File: config.mk
export PLATFORM = sky130hd
export DESIGN_NAME = mips_mc_ctrl_flat
export DESIGN_NICKNAME = d
export VERILOG_FILES = /design/src/rtl/mips_pkg.sv /design/src/rtl/mips_mc_ctrl_if.sv /design/src/rtl/mips_mc_wait_timer.sv /design/src/rtl/mips_mc_ctrl.sv /design/src/flat_wrapper.sv
export SDC_FILE = /design/constraint.sdc
export NUM_CORES = 1
export LEC_CHECK = 0
export CAP_MARGIN = 20
export CORE_ASPECT_RATIO = 1.1
export CORE_UTILIZATION = 46
export CTS_CLUSTER_DIAMETER = 100
export DETAILED_ROUTE_END_ITERATION = 12
export GPL_ROUTABILITY_DRIVEN = 0
export PLACE_DENSITY = 0.79
export SETUP_SLACK_MARGIN = 0.1
export SYNTH_ARGS = -nofsm -noshare
export SYNTH_HDL_FRONTEND = slang
export SYNTH_HIERARCHICAL = 1
export SYNTH_SLANG_ARGS = --single-unit
File: constraint.sdc
create_clock -name clk -period 2.86 [get_ports clk]
set_input_delay 0.429 -clock clk [delete_from_list [all_inputs] [get_ports clk]]
set_output_delay 0.429 -clock clk [all_outputs]
set_load 0.005 [all_outputs]
File: src/rtl/mips_pkg.sv
// mips_pkg: shared definitions for the mini-MIPS multi-cycle control unit.
//   - opcode values decoded in DECODE
//   - ALUOp / ALUSrcB / PCSource encodings driven to the datapath
//   - control FSM state enum and trap cause codes
//   - ctrl_t bundles every controller output so it can be defaulted to zero as a unit
package mips_pkg;

    localparam logic [5:0] OP_RTYPE = 6'b000000;
    localparam logic [5:0] OP_J     = 6'b000010;
    localparam logic [5:0] OP_BEQ   = 6'b000100;
    localparam logic [5:0] OP_BNE   = 6'b000101;
    localparam logic [5:0] OP_ADDI  = 6'b001000;
    localparam logic [5:0] OP_SLTI  = 6'b001010;
    localparam logic [5:0] OP_SLTIU = 6'b001011;
    localparam logic [5:0] OP_ANDI  = 6'b001100;
    localparam logic [5:0] OP_ORI   = 6'b001101;
    localparam logic [5:0] OP_XORI  = 6'b001110;
    localparam logic [5:0] OP_LUI   = 6'b001111;
    localparam logic [5:0] OP_LW    = 6'b100011;
    localparam logic [5:0] OP_SW    = 6'b101011;

    localparam logic [1:0] ALUOP_ADD   = 2'b00;
    localparam logic [1:0] ALUOP_SUB   = 2'b01;
    localparam logic [1:0] ALUOP_FUNCT = 2'b10;
    localparam logic [1:0] ALUOP_ITYPE = 2'b11;

    localparam logic [1:0] SRCB_RT    = 2'b00;
    localparam logic [1:0] SRCB_FOUR  = 2'b01;
    localparam logic [1:0] SRCB_IMM   = 2'b10;
    localparam logic [1:0] SRCB_IMMSH = 2'b11;

    localparam logic [1:0] PCSRC_ALU    = 2'b00;
    localparam logic [1:0] PCSRC_ALUOUT = 2'b01;
    localparam logic [1:0] PCSRC_JUMP   = 2'b10;

    localparam logic [1:0] CAUSE_NONE    = 2'b00;
    localparam logic [1:0] CAUSE_ILLEGAL = 2'b01;
    localparam logic [1:0] CAUSE_TIMEOUT = 2'b10;

    typedef enum logic [3:0] {
        IDLE, FETCH, DECODE, MEMADDR, MEMRD, MEMWB, MEMWR,
        REXEC, IEXEC, ALUWB, BRANCH, JUMP, TRAP
    } state_t;

    typedef struct packed {
        logic       PCWrite;
        logic       PCWriteCond;
        logic       PCCondNe;
        logic       IorD;
        logic       MemRead;
        logic       MemWrite;
        logic       IRWrite;
        logic       MemtoReg;
        logic       RegWrite;
        logic       RegDst;
        logic       ALUSrcA;
        logic [1:0] ALUSrcB;
        logic [1:0] ALUOp;
        logic [1:0] PCSource;
        logic       instr_done;
        logic       trap;
        logic [1:0] trap_cause;
    } ctrl_t;

    // States that wait on mem_ready and are therefore guarded by the wait timer.
    function automatic logic is_mem_state(state_t s);
        return (s == FETCH) || (s == MEMRD) || (s == MEMWR);
    endfunction

endpackage

File: src/rtl/mips_mc_ctrl_if.sv
// mips_mc_ctrl_if: bundle between the multi-cycle controller and the datapath.
//   master modport: controller side (status inputs, control outputs)
//   slave modport : datapath side (drives run/opcode/zero/mem_ready, consumes controls)
interface mips_mc_ctrl_if #(
    parameter int OPW = 6
);
    logic           run;
    logic [OPW-1:0] opcode;
    logic           zero;
    logic           mem_ready;

    logic           PCWrite;
    logic           PCWriteCond;
    logic           PCCondNe;
    logic           IorD;
    logic           MemRead;
    logic           MemWrite;
    logic           IRWrite;
    logic           MemtoReg;
    logic           RegWrite;
    logic           RegDst;
    logic           ALUSrcA;
    logic [1:0]     ALUSrcB;
    logic [1:0]     ALUOp;
    logic [1:0]     PCSource;
    logic           instr_done;
    logic           trap;
    logic [1:0]     trap_cause;

    modport master (
        input  run, opcode, zero, mem_ready,
        output PCWrite, PCWriteCond, PCCondNe, IorD, MemRead, MemWrite, IRWrite,
               MemtoReg, RegWrite, RegDst, ALUSrcA, ALUSrcB, ALUOp, PCSource,
               instr_done, trap, trap_cause
    );

    modport slave (
        output run, opcode, zero, mem_ready,
        input  PCWrite, PCWriteCond, PCCondNe, IorD, MemRead, MemWrite, IRWrite,
               MemtoReg, RegWrite, RegDst, ALUSrcA, ALUSrcB, ALUOp, PCSource,
               instr_done, trap, trap_cause
    );
endinterface

File: src/rtl/mips_mc_wait_timer.sv
// mips_mc_wait_timer: counts memory wait cycles.
//   clk, rst : clock and synchronous active-high reset
//   clr      : zero the count (asserted on entry to a memory state)
//   en       : count this cycle (memory state with mem_ready low)
//   expired  : this is the last permitted wait cycle; another miss traps
module mips_mc_wait_timer #(
    parameter int TIMEOUT = 15
) (
    input  logic clk,
    input  logic rst,
    input  logic clr,
    input  logic en,
    output logic expired
);
    localparam int W = $clog2(TIMEOUT + 1);
    // count_reg holds the misses already seen; the miss that would make it
    // TIMEOUT is the one that traps, so flag one below the limit.
    localparam logic [W-1:0] LIMIT = W'(TIMEOUT - 1);

    logic [W-1:0] count_reg;

    always_ff @(posedge clk) begin
        if (rst || clr) begin
            count_reg <= '0;
        end else if (en) begin
            count_reg <= count_reg + 1'b1;
        end
    end

    assign expired = (count_reg == LIMIT);
endmodule

File: src/rtl/mips_mc_ctrl.sv
// mips_mc_ctrl: Moore multi-cycle control unit for the mini-MIPS core.
//   clk, rst : clock and synchronous active-high reset
//   bus      : mips_mc_ctrl_if.master -- run/opcode/zero/mem_ready in,
//              datapath controls, instr_done, trap and trap_cause out
// Outputs decode from the registered state; the exceptions are the FETCH
// IRWrite/PCWrite strobes and the MEMWR completion pulse (both gated by
// mem_ready) and PCCondNe, which reads the opcode held in the IR.
module mips_mc_ctrl
    import mips_pkg::*;
#(
    parameter int MEM_TIMEOUT = 15,
    parameter int OPW         = 6
) (
    input  logic            clk,
    input  logic            rst,
    mips_mc_ctrl_if.master  bus
);
    state_t     state_reg, state_next;
    logic       regdst_reg, regdst_next;
    logic [1:0] cause_reg, cause_next;
    ctrl_t      ctl;
    logic [5:0] op;
    logic       wait_clr, wait_en, wait_expired;
    logic       unused_zero;

    assign op = 6'(bus.opcode);
    // The branch decision uses zero in the datapath PC-write logic.
    assign unused_zero = bus.zero;

    always_ff @(posedge clk) begin
        if (rst) begin
            state_reg  <= IDLE;
            regdst_reg <= 1'b0;
            cause_reg  <= CAUSE_NONE;
        end else begin
            state_reg  <= state_next;
            regdst_reg <= regdst_next;
            cause_reg  <= cause_next;
        end
    end

    always_comb begin
        state_next  = state_reg;
        regdst_next = regdst_reg;
        cause_next  = cause_reg;
        ctl         = '0;
        case (state_reg)
            IDLE: if (bus.run) state_next = FETCH;
            FETCH: begin
                ctl.MemRead = 1'b1;
                ctl.ALUSrcB = SRCB_FOUR;
                ctl.IRWrite = bus.mem_ready;
                ctl.PCWrite = bus.mem_ready;
                if (bus.mem_ready) begin
                    state_next = DECODE;
                end else if (wait_expired) begin
                    state_next = TRAP;
                    cause_next = CAUSE_TIMEOUT;
                end
            end
            DECODE: begin
                // Precompute the branch target into ALUOut.
                ctl.ALUSrcB = SRCB_IMMSH;
                case (op)
                    OP_RTYPE:                    state_next = REXEC;
                    OP_LW, OP_SW:                state_next = MEMADDR;
                    OP_ADDI, OP_ANDI, OP_ORI, OP_XORI,
                    OP_LUI, OP_SLTI, OP_SLTIU:   state_next = IEXEC;
                    OP_BEQ, OP_BNE:              state_next = BRANCH;
                    OP_J:                        state_next = JUMP;
                    default: begin
                        state_next = TRAP;
                        cause_next = CAUSE_ILLEGAL;
                    end
                endcase
            end
            MEMADDR: begin
                ctl.ALUSrcA = 1'b1;
                ctl.ALUSrcB = SRCB_IMM;
                state_next  = (op == OP_LW) ? MEMRD : MEMWR;
            end
            MEMRD: begin
                ctl.MemRead = 1'b1;
                ctl.IorD    = 1'b1;
                if (bus.mem_ready) begin
                    state_next = MEMWB;
                end else if (wait_expired) begin
                    state_next = TRAP;
                    cause_next = CAUSE_TIMEOUT;
                end
            end
            MEMWB: begin
                ctl.RegWrite   = 1'b1;
                ctl.MemtoReg   = 1'b1;
                ctl.instr_done = 1'b1;
                state_next     = FETCH;
            end
            MEMWR: begin
                ctl.MemWrite   = 1'b1;
                ctl.IorD       = 1'b1;
                ctl.instr_done = bus.mem_ready;
                if (bus.mem_ready) begin
                    state_next = FETCH;
                end else if (wait_expired) begin
                    state_next = TRAP;
                    cause_next = CAUSE_TIMEOUT;
                end
            end
            REXEC: begin
                ctl.ALUSrcA = 1'b1;
                ctl.ALUSrcB = SRCB_RT;
                ctl.ALUOp   = ALUOP_FUNCT;
                regdst_next = 1'b1;
                state_next  = ALUWB;
            end
            IEXEC: begin
                ctl.ALUSrcA = 1'b1;
                ctl.ALUSrcB = SRCB_IMM;
                ctl.ALUOp   = ALUOP_ITYPE;
                regdst_next = 1'b0;
                state_next  = ALUWB;
            end
            ALUWB: begin
                ctl.RegWrite   = 1'b1;
                ctl.RegDst     = regdst_reg;
                ctl.instr_done = 1'b1;
                state_next     = FETCH;
            end
            BRANCH: begin
                ctl.ALUSrcA     = 1'b1;
                ctl.ALUSrcB     = SRCB_RT;
                ctl.ALUOp       = ALUOP_SUB;
                ctl.PCWriteCond = 1'b1;
                ctl.PCSource    = PCSRC_ALUOUT;
                ctl.PCCondNe    = (op == OP_BNE);
                ctl.instr_done  = 1'b1;
                state_next      = FETCH;
            end
            JUMP: begin
                ctl.PCWrite    = 1'b1;
                ctl.PCSource   = PCSRC_JUMP;
                ctl.instr_done = 1'b1;
                state_next     = FETCH;
            end
            TRAP: ctl.trap = 1'b1;
            default: state_next = IDLE;
        endcase
        // cause_reg is only non-zero after a trap and is cleared only by reset.
        ctl.trap_cause = cause_reg;
    end

    assign wait_en  = is_mem_state(state_reg) && !bus.mem_ready;
    assign wait_clr = is_mem_state(state_next) && (state_next != state_reg);

    mips_mc_wait_timer #(.TIMEOUT(MEM_TIMEOUT)) u_wait_timer (
        .clk     (clk),
        .rst     (rst),
        .clr     (wait_clr),
        .en      (wait_en),
        .expired (wait_expired)
    );

    assign bus.PCWrite     = ctl.PCWrite;
    assign bus.PCWriteCond = ctl.PCWriteCond;
    assign bus.PCCondNe    = ctl.PCCondNe;
    assign bus.IorD        = ctl.IorD;
    assign bus.MemRead     = ctl.MemRead;
    assign bus.MemWrite    = ctl.MemWrite;
    assign bus.IRWrite     = ctl.IRWrite;
    assign bus.MemtoReg    = ctl.MemtoReg;
    assign bus.RegWrite    = ctl.RegWrite;
    assign bus.RegDst      = ctl.RegDst;
    assign bus.ALUSrcA     = ctl.ALUSrcA;
    assign bus.ALUSrcB     = ctl.ALUSrcB;
    assign bus.ALUOp       = ctl.ALUOp;
    assign bus.PCSource    = ctl.PCSource;
    assign bus.instr_done  = ctl.instr_done;
    assign bus.trap        = ctl.trap;
    assign bus.trap_cause  = ctl.trap_cause;
endmodule

File: src/flat_wrapper.sv
// flat-port wrapper written by rule: the top's interface ports become plain ports
module mips_mc_ctrl_flat import mips_pkg::*;
#(
    parameter int MEM_TIMEOUT = 15,
    parameter int OPW         = 6
)
  (clk, rst, bus_run, bus_opcode, bus_zero, bus_mem_ready, bus_PCWrite, bus_PCWriteCond, bus_PCCondNe, bus_IorD, bus_MemRead, bus_MemWrite, bus_IRWrite, bus_MemtoReg, bus_RegWrite, bus_RegDst, bus_ALUSrcA, bus_ALUSrcB, bus_ALUOp, bus_PCSource, bus_instr_done, bus_trap, bus_trap_cause);
  mips_mc_ctrl_if #(.OPW(OPW)) bus_i ();
  input  logic clk;
  input  logic rst;
  input wire logic [$bits(bus_i.run)-1:0] bus_run;
  input wire logic [$bits(bus_i.opcode)-1:0] bus_opcode;
  input wire logic [$bits(bus_i.zero)-1:0] bus_zero;
  input wire logic [$bits(bus_i.mem_ready)-1:0] bus_mem_ready;
  output wire logic [$bits(bus_i.PCWrite)-1:0] bus_PCWrite;
  output wire logic [$bits(bus_i.PCWriteCond)-1:0] bus_PCWriteCond;
  output wire logic [$bits(bus_i.PCCondNe)-1:0] bus_PCCondNe;
  output wire logic [$bits(bus_i.IorD)-1:0] bus_IorD;
  output wire logic [$bits(bus_i.MemRead)-1:0] bus_MemRead;
  output wire logic [$bits(bus_i.MemWrite)-1:0] bus_MemWrite;
  output wire logic [$bits(bus_i.IRWrite)-1:0] bus_IRWrite;
  output wire logic [$bits(bus_i.MemtoReg)-1:0] bus_MemtoReg;
  output wire logic [$bits(bus_i.RegWrite)-1:0] bus_RegWrite;
  output wire logic [$bits(bus_i.RegDst)-1:0] bus_RegDst;
  output wire logic [$bits(bus_i.ALUSrcA)-1:0] bus_ALUSrcA;
  output wire logic [$bits(bus_i.ALUSrcB)-1:0] bus_ALUSrcB;
  output wire logic [$bits(bus_i.ALUOp)-1:0] bus_ALUOp;
  output wire logic [$bits(bus_i.PCSource)-1:0] bus_PCSource;
  output wire logic [$bits(bus_i.instr_done)-1:0] bus_instr_done;
  output wire logic [$bits(bus_i.trap)-1:0] bus_trap;
  output wire logic [$bits(bus_i.trap_cause)-1:0] bus_trap_cause;
  assign bus_i.run = bus_run;
  assign bus_i.opcode = bus_opcode;
  assign bus_i.zero = bus_zero;
  assign bus_i.mem_ready = bus_mem_ready;
  assign bus_PCWrite = bus_i.PCWrite;
  assign bus_PCWriteCond = bus_i.PCWriteCond;
  assign bus_PCCondNe = bus_i.PCCondNe;
  assign bus_IorD = bus_i.IorD;
  assign bus_MemRead = bus_i.MemRead;
  assign bus_MemWrite = bus_i.MemWrite;
  assign bus_IRWrite = bus_i.IRWrite;
  assign bus_MemtoReg = bus_i.MemtoReg;
  assign bus_RegWrite = bus_i.RegWrite;
  assign bus_RegDst = bus_i.RegDst;
  assign bus_ALUSrcA = bus_i.ALUSrcA;
  assign bus_ALUSrcB = bus_i.ALUSrcB;
  assign bus_ALUOp = bus_i.ALUOp;
  assign bus_PCSource = bus_i.PCSource;
  assign bus_instr_done = bus_i.instr_done;
  assign bus_trap = bus_i.trap;
  assign bus_trap_cause = bus_i.trap_cause;
  mips_mc_ctrl #(.MEM_TIMEOUT(MEM_TIMEOUT), .OPW(OPW)) u_core (.clk(clk), .rst(rst), .bus(bus_i));
endmodule
-- Word level (Yosys, flattened, before mapping)
Index checks and enable logic that the tools add are counted.
- register bits after elaboration: 11
- logic and storage cells: 90
- output and inout bits: 21
- input bits: 11
- eq/ne operators: 32
- reductions and logical operators: 25
- multiplexer cells: 28
- add/subtract/negate cells: 1
- operator list (kind ; count):
    $eq 6x4->1 const B ; 7
    $pmux 4 s9 ; 1
    $eq 4x3->1 const B ; 6
    $eq 4x4->1 const B ; 6
    $mux 4 ; 5
    $pmux 4 s5 ; 1
    $reduce_or 2->1 ; 7
    $reduce_or 13->1 ; 1
    $eq 6x3->1 const B ; 2
    $eq 6x6->1 const B ; 2
    $pmux 2 s3 ; 2
    $mux 2 ; 5
    $mux 1 ; 9
    $eq 4x1->1 const B ; 2
    $eq 4x2->1 const B ; 2
    $pmux 2 s2 ; 2
    $reduce_or 4->1 ; 2
    $reduce_or 7->1 ; 1
    $eq 6x2->1 const B ; 1
    $logic_not 6->1 ; 1
    $pmux 1 s2 ; 3
    $logic_or 1x1->1 ; 5
    $add 4x1->4 const B ; 1
    $logic_not 4->1 ; 1
    8 further kinds ; 11

-- Longest topological paths before layout
- word-level depth: 9
- gate-level depth with buffers: 11
- mapped depth without buffers: 11

-- Modules after synthesis
The synthesis kept the hierarchy.
- by module, submodules not included (module ; cells an instance ; instances ; area each (um^2) ; seq. area each (um^2)):
    mips_mc_ctrl ; 117 ; 1 ; 843.3 ; 140.1
    mips_mc_wait_timer ; 20 ; 1 ; 197.7 ; 80.1

-- Least setup slack after synthesis
OpenSTA, ideal clock, no wires.
- path type: input port to flip-flop
- start point: input bus_opcode[2]
- end point: register u_core.u_wait_timer.count_reg[1]
- setup time: 86 ps
- path slack: 488 ps
- cell stages on the path: 9
- required time: 2774 ps
- path buffers: 1
- data arrival time: 2287 ps
- cell sequence: buf_4 or3b_1 o211a_1 o2111ai_2 nand3b_1 a2111oi_2 nor3_2 or2_1 a211oi_1
- longest elaborated chain between the ends: 9
- elaborated cells on any way between the ends: 27
- classes of those cells: 16 x eq/ne; 3 x mux; 8 x reduce/logical
- ends and longest elaborated chain (element ; line ; text):
    start: declaration ; flat_wrapper.sv:12 ; input wire logic [$bits(bus_i.opcode)-1:0] bus_opcode;
    $eq 6x4->1 (tied with other cells) ; mips_mc_ctrl.sv:64 ; case (op)
    $reduce_or 7->1 / $reduce_or 2->1 (equally long branches) ; n/a ;
    $pmux 4 s5 ; mips_mc_ctrl.sv:64 ;
    $pmux 4 s9 (*) ; mips_mc_ctrl.sv:47 ; case (state_reg)
    $eq 4x1->1 / $eq 4x3->1 (equally long branches) ; mips_pkg.sv:67 ; return (s == FETCH) || (s == MEMRD) || (s == MEMWR);
    $logic_or 1x1->1 (2 in series) ; mips_pkg.sv:67 ;
    $logic_and 1x1->1 (*) ; mips_mc_ctrl.sv:153 ; assign wait_clr = is_mem_state(state_next) && (state_next != state_reg);
    via u_core.wait_clr ; mips_mc_ctrl.sv:23 ; logic wait_clr, wait_en, wait_expired;
    $logic_or 1x1->1 (*) ; mips_mc_wait_timer.sv:23 ; if (rst || clr) begin
    end signal: assignment ; mips_mc_wait_timer.sv:26 ; count_reg <= count_reg + 1'b1;
    end: declaration ; mips_mc_wait_timer.sv:20 ; logic [W-1:0] count_reg;
The timed path passes the listed nets; every way through them passes the cells marked *.
A chain may end at the register's enable or synchronous reset.

-- Final worst setup path
- start point: input bus_opcode[0]
- end point: register u_core.u_wait_timer.count_reg[1]
The elaborated chain is that of the path after synthesis.

==> results.txt <==
Yosys mapped a number of flops with a built-in enable equal to 0. The detailed router put a total of between 1000 and 1500 µm of wire on met1. The detail route stage leaves a number of antenna-violating nets equal to 0.

The count of final hold-check violations came out at 0. The relative area change from synthesis to final layout is 41.47%. In the post-synthesis netlist, the cell with the most instances is sky130_fd_sc_hd__nor2_1. The count of pins over their slew limit is 0.

The first global-routing pass estimated 4767 µm of wire. In this run the worst path has a maximum fanout of 4. The internal power of the cells totals approximately 380 µW.

The number of remaining DRC errors is 0. The depth of the CTS H-tree is 1. The floorplan step defined a die boundary enclosing 2457 µm². In the final layout, the share of cells above drive strength 1 is roughly 16%.

The initial antenna violation count is 0. The data arrival at the endpoint of the critical path came out at ~3 ns. Global routing used 26.67% of the available tracks across all layers. The routed design has around 2900 µm of wire. Of the total power, the share spent switching nets is between 30 and 40%.

The via count of the first global-routing pass came out at roughly 1100. The worst register-to-register path ends at u_core/u_wait_timer/count_reg[1]$_SDFFE_PP0P_. The post-synthesis net count is 150. The warning count from the yosys run is 6.

The instance count along the most critical hold path came out at 2. The area fraction of the dominant cell type after synthesis is 21.15%. Setup repair after global routing could not meet its margin everywhere. The width of the chip is 47.36 µm. The total met2 wirelength after detailed routing came out at between 1000 and 1500 µm. The critical path class is in -> reg.

The measured slew at the worst slew-check pin is roughly 0.39 ns. STA classifies the critical path endpoint as a flop. The count of buffers added on input and output ports is 30. In this run the vertical extent of the chip is 51.90 µm. Counting cells, the worst reg-to-reg path comes to 11. The final cell count without fillers is between 200 and 250.

In this run the deepest clock path goes through 2 buffers. The post-layout minimum cycle time came out at between 2 and 3 ns. STA classifies the critical path startpoint as an input port. Per report_power, the combinational group accounts for around 53% of the total.

The max capacitance violation total is 0. The per-cell routed wire length is 14.23 µm. The min-delay analysis places its worst path in the category reg -> reg.

Clock-pin slew was measured on the worst setup and hold paths at around 0.070 ns. The latest clock arrival within the worst-skew pair came out at roughly 0.26 ns. Routed signal wires occupy layers up through met4. The final number of setup-violating endpoints is 0. The met3 wire length came out at approximately 180 µm. The floorplan step defined a core boundary enclosing between 2000 and 2500 µm². TritonCTS built the clock tree. The sum of overflow across all layers after global routing came out at 0. The launch point of the worst reg-to-reg path is u_core/u_wait_timer/count_reg[0]$_SDFFE_PP0P_.

Yosys attributes the largest share of cell area to sky130_fd_sc_hd__dfxtp_1, sky130_fd_sc_hd__nor2_1, sky130_fd_sc_hd__nor3_1. The combined area of the multi-input logic cells is approximately 760 µm². In this run the most critical hold path is launched from u_core/regdst_reg$_SDFFE_PP0P_. The final layout contains 191 nets. VDD sags by at most about 350 µV. The initial utilization of the core area, before any placement, comes to between 50% and 60%. Dividing the detail-routed via count by the number of cells gives around 6. The static power due to leakage is around 0.58 nW. The filler cells instantiated in the layout total between 150 and 200. The maximum number of pins on one net before global-route repair came out at 16. The number of instances in the synthesized netlist is around 140. The post-synthesis cell area is about 1000 µm².

The run finished with clean final reports. Adding up every negative setup slack in the final design gives 0 ns. The boundary pin count is 32. The register share of total power is 30.1%. The largest area contributor in the netlist is sky130_fd_sc_hd__dfxtp_1. Counting instances in the post-synthesis netlist gives the leading cell types as sky130_fd_sc_hd__nor2_1, sky130_fd_sc_hd__dfxtp_1, sky130_fd_sc_hd__nor3_1. The number of diodes added for antenna fixing is 0. The number of flip-flops and latches in the synthesized netlist is 11. The number of buffers created by CTS is 3. The path with the worst hold slack has its endpoint at u_core/regdst_reg$_SDFFE_PP0P_.

The fraction of registers with async set/reset is 0%. The detailed-routing iteration count for the pre-antenna-repair pass is 4. The power density over cell area is 413.7 nW/µm². The DRC marker count from the first detailed-route iteration came out at 36. The final period utilization is 97.92%.

The worst pin sits at a relative slew slack of around 74%. The cell row count is 17. The highest attainable clock frequency is between 0.3 and 0.4 GHz. The power share of the clock group came out at between 15 and 20%.

The required time at the endpoint of the critical path came out at around 3.0 ns. The root buffer cell chosen for the clock tree is sky130_fd_sc_hd__clkbuf_4. For this run, the leading register cell type out of synthesis is sky130_fd_sc_hd__dfxtp_1. The count of different cell masters after synthesis came out at 54.

Once placement completed, the tool counted placed cells totaling 201. The area taken by flip-flops and latches is approximately 220 µm². The final HPWL from detailed placement is ~2300 µm. The setup check on the worst reg-to-reg path leaves a slack of roughly 0.25 ns.

The overall via count from detail_route came out at between 1000 and 1500. The average instance area after synthesis came out at approximately 7.6 µm². In this run the power spent charging and discharging nets is approximately 230 µW. The sequential fraction of the synthesis area came out at between 20% and 30%. The number of clock sinks is 11. The clock arrives with approximately 0.0042 ns of skew.
==> worst max-delay path, stage by stage <==
cell and delay (ns):
sky130_fd_sc_hd__clkdlybuf4s50_1 0.45, sky130_fd_sc_hd__or4_1 0.54, sky130_fd_sc_hd__a211o_1 0.35, sky130_fd_sc_hd__a31oi_1 0.19
sky130_fd_sc_hd__mux2i_1 0.12, sky130_fd_sc_hd__a2111oi_2 0.35, sky130_fd_sc_hd__nor3_2 0.11, sky130_fd_sc_hd__or2_4 0.26
sky130_fd_sc_hd__a211oi_2 0.19
==> metrics by stage <==
| stage | hold slack, ns | instance area [µm²] | util, % | total power [mW] | worst slack, ns |
|---|---|---|---|---|---|
| after CTS | 0.4812 | 1460 | 70.77 | 0.6043 | 0.1112 |
| after detailed placement | 0.4714 | 1434 | 69.50 | 0.4999 | -0.1276 |
| after global routing | 0.5178 | 1473 | 71.38 | 0.6543 | 0.01171 |
| after global placement | 0.4665 | 1434 | 69.50 | 0.4857 | -0.07065 |
| after floorplan | 0.4401 | 1041 | - | 0.3744 | 0.4878 |
| final | 0.4783 | 1473 | 71.38 | 0.6093 | 0.05958 |
==> placed cells by master, fill, tap and decap left out, drive strengths merged, types with 2 or more instances in the layout <==
| cell type | Yosys | layout |
|---|---|---|
| nor3b | 2 | 2 |
| a211oi | 2 | 2 |
| or3 | 3 | 3 |
| nand2 | 7 | 7 |
| xnor2 | 2 | 2 |
| mux2i | 2 | 2 |
| a31oi | 2 | 2 |
| a2111oi | 2 | 2 |
| nand3b | 4 | 4 |
| nand3 | 3 | 3 |
| mux2 | 2 | 2 |
| nor3 | 10 | 10 |
| o22ai | 3 | 3 |
| or2 | 2 | 2 |
| nand2b | 3 | 3 |
| ha | 2 | 2 |
| nor4 | 3 | 3 |
| or4b | 2 | 2 |
| or4 | 2 | 2 |
| dlymetal6s2s | 0 | 2 |
| a21oi | 7 | 7 |
| nor2 | 19 | 19 |
| clkdlybuf4s50 | 0 | 28 |
| nor2b | 5 | 5 |
| clkbuf | 2 | 4 |
| dfxtp | 11 | 11 |
| o21ai | 4 | 4 |
| buf | 6 | 14 |
| and3 | 3 | 3 |
| a21boi | 2 | 2 |
| inv | 6 | 6 |
==> area by class of cell <==
class | count | area share (%)
Timing Repair Buffer | 44 | 27.87
Clock buffer | 4 | 1.784
Sequential cell | 11 | 14.95
Inverter | 6 | 1.529
Tap cell | 28 | 2.379
Multi-Input combinational cell | 112 | 51.49
==> cells by family after synthesis <==
family                   after synthesis  share of synthesized area [%]
flip-flops                            11                          21.15
multiplexers                           4                          4.086
AO/OA/AOI/OAI                         34                          26.92
adder cells (fa/ha/maj)                2                          2.403
XOR/XNOR                               2                          1.683
AND/OR/NAND/NOR                       70                          37.02
buffers and inverters                 14                          6.730
==> how the worst max path moves through the flow <==
stage	depth (start not counted)	startpoint	slack, ns	to
6_report	9	bus_opcode[0]	0.06	u_core/u_wait_timer/count_reg[1]$_SDFFE_PP0P_
5_1_grt	9	bus_opcode[0]	0.01	u_core/u_wait_timer/count_reg[1]$_SDFFE_PP0P_
4_1_cts	9	bus_opcode[0]	0.11	u_core/u_wait_timer/count_reg[1]$_SDFFE_PP0P_
3_5_place_dp	9	bus_opcode[0]	-0.13	u_core/u_wait_timer/count_reg[1]$_SDFFE_PP0P_
3_3_place_gp	9	bus_opcode[0]	-0.07	u_core/u_wait_timer/count_reg[1]$_SDFFE_PP0P_
2_1_floorplan	9	bus_opcode[2]	0.49	u_core/u_wait_timer/count_reg[1]$_SDFFE_PP0P_
==> power by group through the flow <==
stage | logic [mW] | clock network (mW) | registers, mW
after detailed placement | 0.313 | 0 | 0.187
after global routing | 0.354 | 0.115 | 0.185
after CTS | 0.315 | 0.106 | 0.183
after floorplan | 0.193 | 0 | 0.182
final | 0.325 | 0.101 | 0.184
after global placement | 0.301 | 0 | 0.184
==> metal layers <==
layer / GRT usage, % / vias up
met5: 0 / -
met4: 12.86 / 0
met3: 1.389 / 9
met2: 46.12 / 64
met1: 32.20 / 556
li1: - / 602
==> repair_timing <==
action / in CTS / in global routing
gates resized for setup: 0 / 4
endpoints found under the hold margin: 0 / 0
hold buffers: 0 / 0
setup buffers: 0 / 0
setup endpoints to repair: 0 / 2
(Power assumes the default switching activity.)
